===== config.mk =====
export PLATFORM = sky130hd
export DESIGN_NAME = shift_exec_unit
export DESIGN_NICKNAME = d
export VERILOG_FILES = /design/src/rtl/shift_exec_unit.sv
export SDC_FILE = /design/constraint.sdc
export NUM_CORES = 1
export LEC_CHECK = 0
export CAP_MARGIN = 25
export CORE_AREA = 5 5 101 103
export DETAILED_ROUTE_END_ITERATION = 8
export DIE_AREA = 0 0 106 108
export PLACE_DENSITY = 0.79
export SYNTH_ARGS = -nofsm -noshare
export SYNTH_HDL_FRONTEND = slang
export SYNTH_SLANG_ARGS = --single-unit

===== constraint.sdc =====
create_clock -name clock -period 6.59 [get_ports clock]
set_input_delay 1.6475 -clock clock [delete_from_list [all_inputs] [get_ports clock]]
set_output_delay 1.6475 -clock clock [all_outputs]
set_load 0.02 [all_outputs]

===== src/rtl/shift_exec_unit.sv =====
// Multi-cycle shift/rotate execute unit: one bit position per clock.
// Illegal ops and zero counts complete immediately with Result=B.
module shift_exec_unit #(
  parameter int WIDTH = 32,
  parameter int CNTW  = 5
) (
  input  logic             clock,
  input  logic             reset,
  input  logic             start,
  input  logic [2:0]       op,
  input  logic [WIDTH-1:0] B,
  input  logic [CNTW-1:0]  shifts,
  output logic             busy,
  output logic             done,
  output logic             err,
  output logic [WIDTH-1:0] Result
);

  localparam logic [1:0] IDLE  = 2'd0;
  localparam logic [1:0] SHIFT = 2'd1;
  localparam logic [1:0] DONE  = 2'd2;

  localparam logic [2:0] OP_SHL  = 3'b000;
  localparam logic [2:0] OP_SHR  = 3'b001;
  localparam logic [2:0] OP_SHRA = 3'b010;
  localparam logic [2:0] OP_ROL  = 3'b011;
  localparam logic [2:0] OP_ROR  = 3'b100;

  logic [1:0]       state;
  logic [WIDTH-1:0] work;
  logic [WIDTH-1:0] step;
  logic [CNTW-1:0]  cnt;
  logic [2:0]       op_q;
  logic             err_q;
  logic             legal;

  assign legal = (op <= OP_ROR);

  always_comb begin
    step = work;
    unique case (op_q)
      OP_SHL:  step = {work[WIDTH-2:0], 1'b0};
      OP_SHR:  step = {1'b0, work[WIDTH-1:1]};
      OP_SHRA: step = {work[WIDTH-1], work[WIDTH-1:1]};
      OP_ROL:  step = {work[WIDTH-2:0], work[WIDTH-1]};
      OP_ROR:  step = {work[0], work[WIDTH-1:1]};
      default: step = work;
    endcase
  end

  always_ff @(posedge clock or posedge reset) begin
    if (reset) begin
      state  <= IDLE;
      work   <= '0;
      cnt    <= '0;
      op_q   <= '0;
      err_q  <= 1'b0;
      Result <= '0;
    end else begin
      unique case (state)
        IDLE: begin
          if (start) begin
            work  <= B;
            cnt   <= shifts;
            op_q  <= op;
            err_q <= ~legal;
            if (legal && (shifts != '0)) begin
              state <= SHIFT;
            end else begin
              state  <= DONE;
              Result <= B;
            end
          end
        end
        SHIFT: begin
          // cnt==1 means this edge performs the final bit step
          if (cnt == CNTW'(1)) begin
            state  <= DONE;
            Result <= step;
          end
          work <= step;
          cnt  <= cnt - CNTW'(1);
        end
        DONE: state <= IDLE;
        default: state <= IDLE;
      endcase
    end
  end

  assign busy = (state != IDLE);
  assign done = (state == DONE);
  assign err  = (state == DONE) && err_q;

endmodule


==> results of run 1 <==
## kinds of logic (layout without fill, tap and decap cells)
family / after synthesis / count (layout) / synth area share
and+or+nand+nor: 93 / 93 / 0.101
buffers and inverters: 39 / 105 / 0.0477
AOI/OAI and AO/OA: 108 / 108 / 0.189
DFF: 75 / 75 / 0.419
xor gates and xnor gates: 3 / 3 / 0.00754
adders and majority gates: 2 / 2 / 0.00558
muxes: 93 / 93 / 0.231
## where the power goes
part / switching, mW / internal (mW) / leakage (nW) / total, mW
Clock: 0.174 / 0.206 / 0.102 / 0.381
Sequential: 0.306 / 0.697 / 0.901 / 1.00
Combinational: 0.843 / 0.886 / 1.32 / 1.73
Total: 1.32 / 1.79 / 2.32 / 3.11
## through the flow
| step | cells | power (mW) |
|---|---|---|
| after floorplan | 413 | 2.23 |
| after global placement | 573 | 2.67 |
| after detailed placement | 573 | 2.74 |
| after CTS | 589 | 3.12 |
| after global routing | 590 | 3.34 |
| final | 590 | 3.11 |
## flip-flops by register name, indices dropped and copies added, names as in the netlist
signal and count:
Result 32, cnt 5, err_q 1, op_q 3, state 2, work 32
## cell usage after synthesis, drive strengths merged, types with 3 or more instances
| cell | count | area share |
|---|---|---|
| a211oi | 4 | 0.0067 |
| a21oi | 7 | 0.0078 |
| a2bb2oi | 3 | 0.0059 |
| buf | 17 | 0.027 |
| clkbuf | 15 | 0.013 |
| dfrtp | 75 | 0.42 |
| inv | 6 | 0.0050 |
| mux2 | 44 | 0.12 |
| mux2i | 49 | 0.11 |
| nand2 | 46 | 0.039 |
| nand2b | 11 | 0.015 |
| nand3 | 3 | 0.0033 |
| nor2 | 8 | 0.0067 |
| nor2b | 7 | 0.0098 |
| nor3 | 5 | 0.0056 |
| o211ai | 13 | 0.022 |
| o21a | 8 | 0.015 |
| o21ai | 11 | 0.012 |
| o221ai | 23 | 0.045 |
| o22a | 6 | 0.012 |
| o31ai | 9 | 0.015 |
| o32a | 3 | 0.0067 |
| o32ai | 3 | 0.0059 |
| or2 | 5 | 0.0070 |
## worst max-delay path, delay by kind of cell (launching register included)
family | cells | cell delay (ps)
buf+inv | 1 | 590
flops | 1 | 640
simple gates | 2 | 420
## area by class of cell
type	count	area, um^2
Clock buffer	13	169
Fill cell	759	3620
Multi-Input combinational cell	299	2400
Clock inverter	3	45.0
Tap cell	111	139
Sequential cell	75	1880
Timing Repair Buffer	82	828
Inverter	7	38.8
## routing by layer
layer | up-vias | GRT usage | wire [um]
met2 | 74 | 0.319 | 5270
met1 | 1740 | 0.263 | 4970
li1 | 1684 | - | -
met5 | - | 0 | 0
met4 | 0 | 0.0749 | 189
met3 | 15 | 0.0316 | 470
## path summary, 6_finish.rpt
kind / end / slack, ps / cells past startpoint
max in group asynchronous: Result[6]$_DFFE_PP0P_ / 4510 / 4
worst max register to register: work[14]$_DFFE_PP0P_ / 3720 / 4
worst min register to register: err_q$_DFFE_PP0P_ / 500 / 2
worst min-delay path: err_q$_DFFE_PP0P_ / 500 / 2
worst max-delay path: err / 2940 / 3
min in group asynchronous: Result[22]$_DFFE_PP0P_ / 1540 / 3
==> impl_metrics.yaml, run 1 <==
place:
  dp_hpwl_mm: 7.35
  routabilityCongestion: 0.844
  place_worst_setup_slack_ps: 2750
  portBuffers: 77
  area_post_placement_um2: 5250
floorplan:
  design.die.area_um2: 11400
  ios: 78
  vertical_die_dimension_um: 108
  core_footprint_um2: 9110
  fp.dieW_um: 106
  initial_utilization: 0.492
  fp-row-count: 35
cts:
  cts_tree: "built"
  path_clk_slew_ps: 80
  hold_fix_buffers_cts: 0
  cts_root_buf: "sky130_fd_sc_hd__clkbuf_8"
  htreeDepth: 3
  numClockSinks: 75
  clock_latency_ps: 360
  post-cts-setup-buffer-count: 0
  cts-root-to-sink-buffers: 2
  post_cts.resized_instances: 0
  cts_buffers: 9
routing:
  detail_route.drc_violations: 0
  detail_route.wirelength_mm: 10.9
  first_iter_violations: 119
  detailedRoute.firstPassIterationCount: 4
  routed_wire_length_per_instance_um: 18.5
  vias: 3513
  detail_route.vias_per_cell: 5.95
  antenna_left: 0
yosys:
  synth_ff_type: "sky130_fd_sc_hd__dfrtp_1"
  synth.yosys.warnings: 0
  postSynth.asyncResetShare: 1.00
  syn-num-nets: 458
  mappedNetlistArea_um2: 4480
  ys_seq_elements: 75
  synth.avg_cell_area_um2: 10.9
  synth.lib_cells_used.distinct: 59
  synth.yosys.seq_area_share: 0.419
  synth_edf_count: 0
  postSynthCellCount: 413
pwr:
  leakage_nw: 2.32
  power_per_cell_area_nw_per_um2: 567
  vdd_drop_max_uv: 266
worst_setup_path:
  crit_path_max_fanout: 16
  crit_slowest_cell: "sky130_fd_sc_hd__dfrtp_1"
  regToRegStartpoint: "state[0]$_DFFE_PP0P_"
  crit_arrival_ps: 2000
  crit_chain: "nor2b_1 > and2_1 > clkdlybuf4s50_1"
  critical_path.startpoint: "state[1]$_DFFE_PP0P_"
  crit_path_max_incr_delay_ps: 640
  timing_worst_setup_path_type: "reg -> out"
  cp_data_required_time_ps: 4940
  start_kind: "register"
  critical_path.endpoint_type: "primary output"
sta:
  slew_viols_final: 0
  endpoints_failing_hold: 0
  maxClockFrequency_mhz: 274
  finalWorstPathRequiredPeriod_ps: 3650
  fin_ws_ps: 2940
  timing.slew.headroom: 0.292
  final.setup_skew_ps: 7.33
  setup_viol: 0
  worstMarginPinSlew_ps: 1060
  final_min_period_over_clock_period: 0.554
  setup_total_negative_slack_ps: 0
  rsz0062_at_grt: "false"
  worst_hold_slack_ps: 500
finish:
  drive_above_1_share: 0.157
  net_count_final: 519
  area_growth_pct: 22.5
  mostFrequentLayoutCell: "sky130_fd_sc_hd__clkdlybuf4s50_1"
  num_antenna_cells: 0
  fin_util: 0.603
  final_design_area_no_fill_um2: 5490
  commonest_non_fill_non_tap_cells_in_the_layout: "77 x sky130_fd_sc_hd__clkdlybuf4s50_1, 75 x sky130_fd_sc_hd__dfrtp_1, 49 x sky130_fd_sc_hd__mux2i_1"
global_routing:
  first_pass_grt_wire_length_mm: 18.1
  grt_antenna_before_repair: 0
  globalRoute.totalOverflow: 0
  gr-usage-all-layers: 0.195
  grt_max_degree: 76
  via_count_of_the_first_global_routing_pass: 3684
hold_path:
  hold_start: "err_q$_DFFE_PP0P_"
  worst_hold_path_type: "reg -> reg"
status:
  status: "finished, final reports clean"
run:
  drv_cap: 0
Note: power is estimated with default switching activity, not from simulation.
==> run 2, diff against run 1 <==
- clock period: 6.59 -> 3.4 ns (I/O delays scaled with it)
==> impl_metrics.yaml, run 2 (synthesized netlist as in run 1, its figures left out) <==
sta:
  worstMarginPinSlew_ps: 926
  final.setup_skew_ps: 13.3
  rsz0062_at_grt: "false"
  finalWorstPathRequiredPeriod_ps: 2730
  final_min_period_over_clock_period: 0.802
  setup_total_negative_slack_ps: 0
  maxClockFrequency_mhz: 367
  timing.slew.headroom: 0.381
  setup_viol: 0
  slew_viols_final: 0
  endpoints_failing_hold: 0
  worst_hold_slack_ps: 490
pwr:
  vdd_drop_max_uv: 514
  power_per_cell_area_nw_per_um2: 1110
  leakage_nw: 2.36
routing:
  vias: 3661
  detail_route.wirelength_mm: 11.2
  detail_route.vias_per_cell: 6.13
  antenna_left: 0
  detail_route.drc_violations: 0
  detailedRoute.firstPassIterationCount: 5
  routed_wire_length_per_instance_um: 18.7
  first_iter_violations: 228
finish:
  layoutNonFillerInstCount: 597
  mostFrequentLayoutCell: "sky130_fd_sc_hd__clkdlybuf4s50_1"
  commonest_non_fill_non_tap_cells_in_the_layout: "77 x sky130_fd_sc_hd__clkdlybuf4s50_1, 75 x sky130_fd_sc_hd__dfrtp_1, 49 x sky130_fd_sc_hd__mux2i_1"
  num-fill-cells: 755
  drive_above_1_share: 0.171
  area_growth_pct: 23.4
  num_antenna_cells: 0
  net_count_final: 527
  layout_top_registers: "Result x32, work x32, cnt x5"
cts:
  cts_tree: "built"
  cts_buffers: 9
  htreeDepth: 3
  path_clk_slew_ps: 80
  cts-root-to-sink-buffers: 2
  clock_latency_ps: 350
  post_cts.resized_instances: 0
  post-cts-setup-buffer-count: 0
  hold_fix_buffers_cts: 0
  numClockSinks: 75
  cts_root_buf: "sky130_fd_sc_hd__clkbuf_8"
floorplan:
  initial_utilization: 0.492
  core_footprint_um2: 9110
  fp-row-count: 35
  ios: 78
  design.die.area_um2: 11400
  vertical_die_dimension_um: 108
  fp.dieW_um: 106
worst_setup_path:
  count_of_buffering_cells_on_the_critical_path_with_inverters_included: 2
  end_of_the_worst_register_to_register_path: "Result[0]$_DFFE_PP0P_"
  crit_path_max_incr_delay_ps: 520
  regToRegStartpoint: "op_q[0]$_DFFE_PP0P_"
  reg2reg_slack_ps: 860
  timing.critical_path.max_delay_family: "compound AO/OA/AOI/OAI gates"
  cp_data_required_time_ps: 3620
  ff2ff_path_depth: 4
  timing_worst_setup_path_type: "in -> reg"
  crit_path_max_fanout: 28
  crit_slowest_cell: "sky130_fd_sc_hd__or4_1"
  critical_path.endpoint_type: "register"
  start_kind: "primary input"
  crit_arrival_ps: 2950
  crit_chain: "clkdlybuf4s50_1 > or4_1 > o21a_1 > o21a_4 > clkinv_8 > mux2_2"
place:
  post-place-cells: 582
  routabilityCongestion: 0.830
  portBuffers: 77
  dp_hpwl_mm: 7.87
hold_path:
  hold_start: "err_q$_DFFE_PP0P_"
  worst_hold_path_type: "reg -> reg"
  worstHoldPathCells: 2
  worst_hold_path.endpoint: "err_q$_DFFE_PP0P_"
global_routing:
  gr-usage-all-layers: 0.200
  globalRoute.totalOverflow: 0
  via_count_of_the_first_global_routing_pass: 3740
  grt_max_degree: 36
  first_pass_grt_wire_length_mm: 18.6
  grt_antenna_before_repair: 0
status:
  status: "finished, final reports clean"
run:
  drv_cap: 0
-- run 2: layer usage --
metal | up-vias | wire length (um) | track usage
met2 | 127 | 5460 | 0.335
met5 | - | 0 | 0
li1 | 1695 | - | -
met3 | 21 | 591 | 0.0376
met4 | 0 | 205 | 0.0611
met1 | 1818 | 4890 | 0.265
-- run 2: area by class of cell --
cell class / count / area, um^2 / share of cell area
clock buffers: 10 / 138 / 0.0249
multi-input cells: 299 / 2400 / 0.433
flip-flops and latches: 75 / 1880 / 0.339
inverters: 7 / 38.8 / 0.00701
repair buffers: 90 / 868 / 0.157
well taps: 111 / 139 / 0.0251
clock inverters: 5 / 77.6 / 0.0140
-- run 2: tightest hold or removal path: stages (launching register included) --
cell and delay [ps]:
sky130_fd_sc_hd__dfrtp_1 350, sky130_fd_sc_hd__nand2_1 50, sky130_fd_sc_hd__o21ai_0 60
-- run 2: worst max path at each step --
| stage | start | to | slack (ps) | cells after the start |
|---|---|---|---|---|
| detailed placement | shifts[3] | Result[25]$_DFFE_PP0P_ | 340 | 6 |
| floorplan | reset | Result[0]$_DFFE_PP0P_ | 640 | 1 |
| global placement | shifts[3] | Result[23]$_DFFE_PP0P_ | 410 | 6 |
| finish | shifts[3] | Result[30]$_DFFE_PP0P_ | 670 | 6 |
| CTS | state[0]$_DFFE_PP0P_ | err | 680 | 3 |
| global route | state[0]$_DFFE_PP0P_ | err | 570 | 3 |
-- run 2: metrics by stage --
| step | worst slack [ps] | power (mW) | area (um^2) | util |
|---|---|---|---|---|
| finish | 674 | 6.12 | 5530 | 0.608 |
| global placement | 413 | 5.24 | 5320 | 0.584 |
| CTS | 681 | 6.12 | 5530 | 0.608 |
| global route | 571 | 6.54 | 5530 | 0.608 |
| detailed placement | 338 | 5.35 | 5320 | 0.584 |
| floorplan | 640 | 4.33 | 4480 | - |
-- run 2: power by group --
part | switching, mW | total, mW | internal (mW)
clock network | 0.326 | 0.753 | 0.427
registers | 0.547 | 1.90 | 1.35
logic | 1.70 | 3.46 | 1.76
==> run 3, diff against run 2 <==
- clock period: 3.4 -> 2.8 ns (I/O delays scaled with it)
==> impl_metrics.yaml, run 3 (synthesized netlist as in run 1, its figures left out) <==
routing:
  routed_wire_length_per_instance_um: 19.1
  first_iter_violations: 216
  detail_route.wirelength_mm: 11.5
  vias: 3675
  antenna_left: 0
  detailedRoute.firstPassIterationCount: 6
  detail_route.vias_per_cell: 6.09
  detail_route.drc_violations: 0
global_routing:
  first_pass_grt_wire_length_mm: 18.8
  globalRoute.totalOverflow: 0
  grt_max_degree: 76
  via_count_of_the_first_global_routing_pass: 3732
  grt_antenna_before_repair: 0
  gr-usage-all-layers: 0.206
finish:
  area_growth_pct: 25.6
  final-seq-area_um2: 1880
  layoutNonFillerInstCount: 603
  multi_input_area_um2: 2400
  commonest_non_fill_non_tap_cells_in_the_layout: "77 x sky130_fd_sc_hd__clkdlybuf4s50_1, 75 x sky130_fd_sc_hd__dfrtp_1, 49 x sky130_fd_sc_hd__mux2i_1"
  final_design_area_no_fill_um2: 5630
  num_antenna_cells: 0
  mostFrequentLayoutCell: "sky130_fd_sc_hd__clkdlybuf4s50_1"
  num-fill-cells: 757
  net_count_final: 532
  drive_above_1_share: 0.179
  layout_top_registers: "Result x32, work x32, cnt x5"
pwr:
  power_per_cell_area_nw_per_um2: 1370
  power.switching_mw: 3.21
  vdd_drop_max_uv: 561
  clock_network_fraction_of_design_power: 0.145
  internal-power_mw: 4.51
  combinationalPowerShare: 0.558
  leakage_nw: 2.41
  pwr-share-seq: 0.297
  power_switching_share: 0.416
worst_setup_path:
  critical_path.endpoint_type: "primary output"
  regToRegStartpoint: "cnt[1]$_DFFE_PP0P_"
  end_of_the_worst_register_to_register_path: "Result[21]$_DFFE_PP0P_"
  ff2ff_path_depth: 7
  reg2reg_slack_ps: 500
  crit_path_max_incr_delay_ps: 540
  cp_data_required_time_ps: 2100
  start_kind: "register"
  timing_worst_setup_path_type: "reg -> out"
  count_of_buffering_cells_on_the_critical_path_with_inverters_included: 2
  timing.critical_path.max_delay_family: "buffers and inverters"
  crit_path_max_fanout: 15
  crit_chain: "buf_4 > or2_2 > clkdlybuf4s50_1"
  crit_arrival_ps: 1790
  crit_slowest_cell: "sky130_fd_sc_hd__clkdlybuf4s50_1"
sta:
  endpoints_failing_hold: 0
  slew_viols_final: 0
  final.setup_skew_ps: 7.78
  final_min_period_over_clock_period: 0.888
  timing.slew.headroom: 0.389
  rsz0062_at_grt: "false"
  worstMarginPinSlew_ps: 914
  finalWorstPathRequiredPeriod_ps: 2490
  setup_viol: 0
  setup_total_negative_slack_ps: 0
  maxClockFrequency_mhz: 402
floorplan:
  vertical_die_dimension_um: 108
  core_footprint_um2: 9110
  fp.dieW_um: 106
  ios: 78
  fp-row-count: 35
  design.die.area_um2: 11400
  initial_utilization: 0.492
cts:
  hold_fix_buffers_cts: 0
  clock_latency_ps: 350
  path_clk_slew_ps: 80
  post-cts-setup-buffer-count: 0
  cts_buffers: 9
  post_cts.resized_instances: 0
  numClockSinks: 75
  htreeDepth: 3
  cts-root-to-sink-buffers: 2
  cts_root_buf: "sky130_fd_sc_hd__clkbuf_8"
  cts_tree: "built"
status:
  status: "finished, final reports clean"
place:
  routabilityCongestion: 0.829
  area_post_placement_um2: 5370
  dp_hpwl_mm: 7.93
  post-place-cells: 587
  portBuffers: 77
hold_path:
  hold_start: "err_q$_DFFE_PP0P_"
  worstHoldPathCells: 2
  worst_hold_path.endpoint: "err_q$_DFFE_PP0P_"
  worst_hold_path_type: "reg -> reg"
run:
  drv_cap: 0
run 3: cell types whose count changed in the layout (fill, tap and decap cells not counted):
cell,before,now
sky130_fd_sc_hd__bufinv_16,2,4
sky130_fd_sc_hd__inv_6,0,1
sky130_fd_sc_hd__clkbuf_8,10,9
sky130_fd_sc_hd__clkinv_2,2,0
sky130_fd_sc_hd__buf_12,0,1
sky130_fd_sc_hd__buf_4,13,17
sky130_fd_sc_hd__clkbuf_1,0,1
run 3: metal layers:
metal | up-vias | global-route usage | part of all wire
li1 | 1717 | - | -
met1 | 1779 | 0.263 | 0.42
met2 | 152 | 0.350 | 0.49
met3 | 27 | 0.0394 | 0.060
met4 | 0 | 0.0805 | 0.027
met5 | - | 0 | 0
run 3: worst register-to-register path, cell delays in order (launching register included):
cell	delay, ps
sky130_fd_sc_hd__dfrtp_1	400
sky130_fd_sc_hd__inv_1	90
sky130_fd_sc_hd__ha_1	140
sky130_fd_sc_hd__or4b_4	480
sky130_fd_sc_hd__or2_1	330
sky130_fd_sc_hd__o21a_4	200
sky130_fd_sc_hd__clkinv_8	150
sky130_fd_sc_hd__mux2_2	400
run 3: how the worst max path moves through the flow:
stage	to	from	cells after the start
2_1_floorplan	Result[0]$_DFFE_PP0P_	reset	1
3_3_place_gp	Result[23]$_DFFE_PP0P_	shifts[3]	6
3_5_place_dp	Result[21]$_DFFE_PP0P_	shifts[3]	6
4_1_cts	busy	state[1]$_DFFE_PP0P_	3
5_1_grt	busy	state[1]$_DFFE_PP0P_	3
6_report	busy	state[1]$_DFFE_PP0P_	3
run 3: power groups by stage:
| stage | Sequential [mW] | Combinational (mW) | Clock, mW |
|---|---|---|---|
| floorplan | 2.32 | 2.93 | 0 |
| global placement | 2.25 | 4.16 | 0 |
| detailed placement | 2.28 | 4.30 | 0 |
| CTS | 2.27 | 4.33 | 1.13 |
| global route | 2.37 | 4.67 | 1.17 |
| finish | 2.29 | 4.31 | 1.12 |
run 3: layout make-up:
| type | instances | area share |
|---|---|---|
| multi-input cells | 299 | 0.425 |
| flip-flops and latches | 75 | 0.333 |
| repair buffers | 95 | 0.163 |
| well taps | 111 | 0.0247 |
| clock inverters | 6 | 0.0242 |
| clock buffers | 10 | 0.0227 |
| inverters | 7 | 0.00689 |
run 3: metrics by stage:
stage | total power, mW | utilization | worst slack [ps] | hold WS [ps]
after floorplan | 5.25 | - | 190 | 442
after global placement | 6.40 | 0.589 | 69.3 | 461
after detailed placement | 6.59 | 0.589 | 27.2 | 470
after CTS | 7.73 | 0.618 | 310 | 491
after global routing | 8.21 | 0.618 | 275 | 501
final | 7.72 | 0.618 | 315 | 486
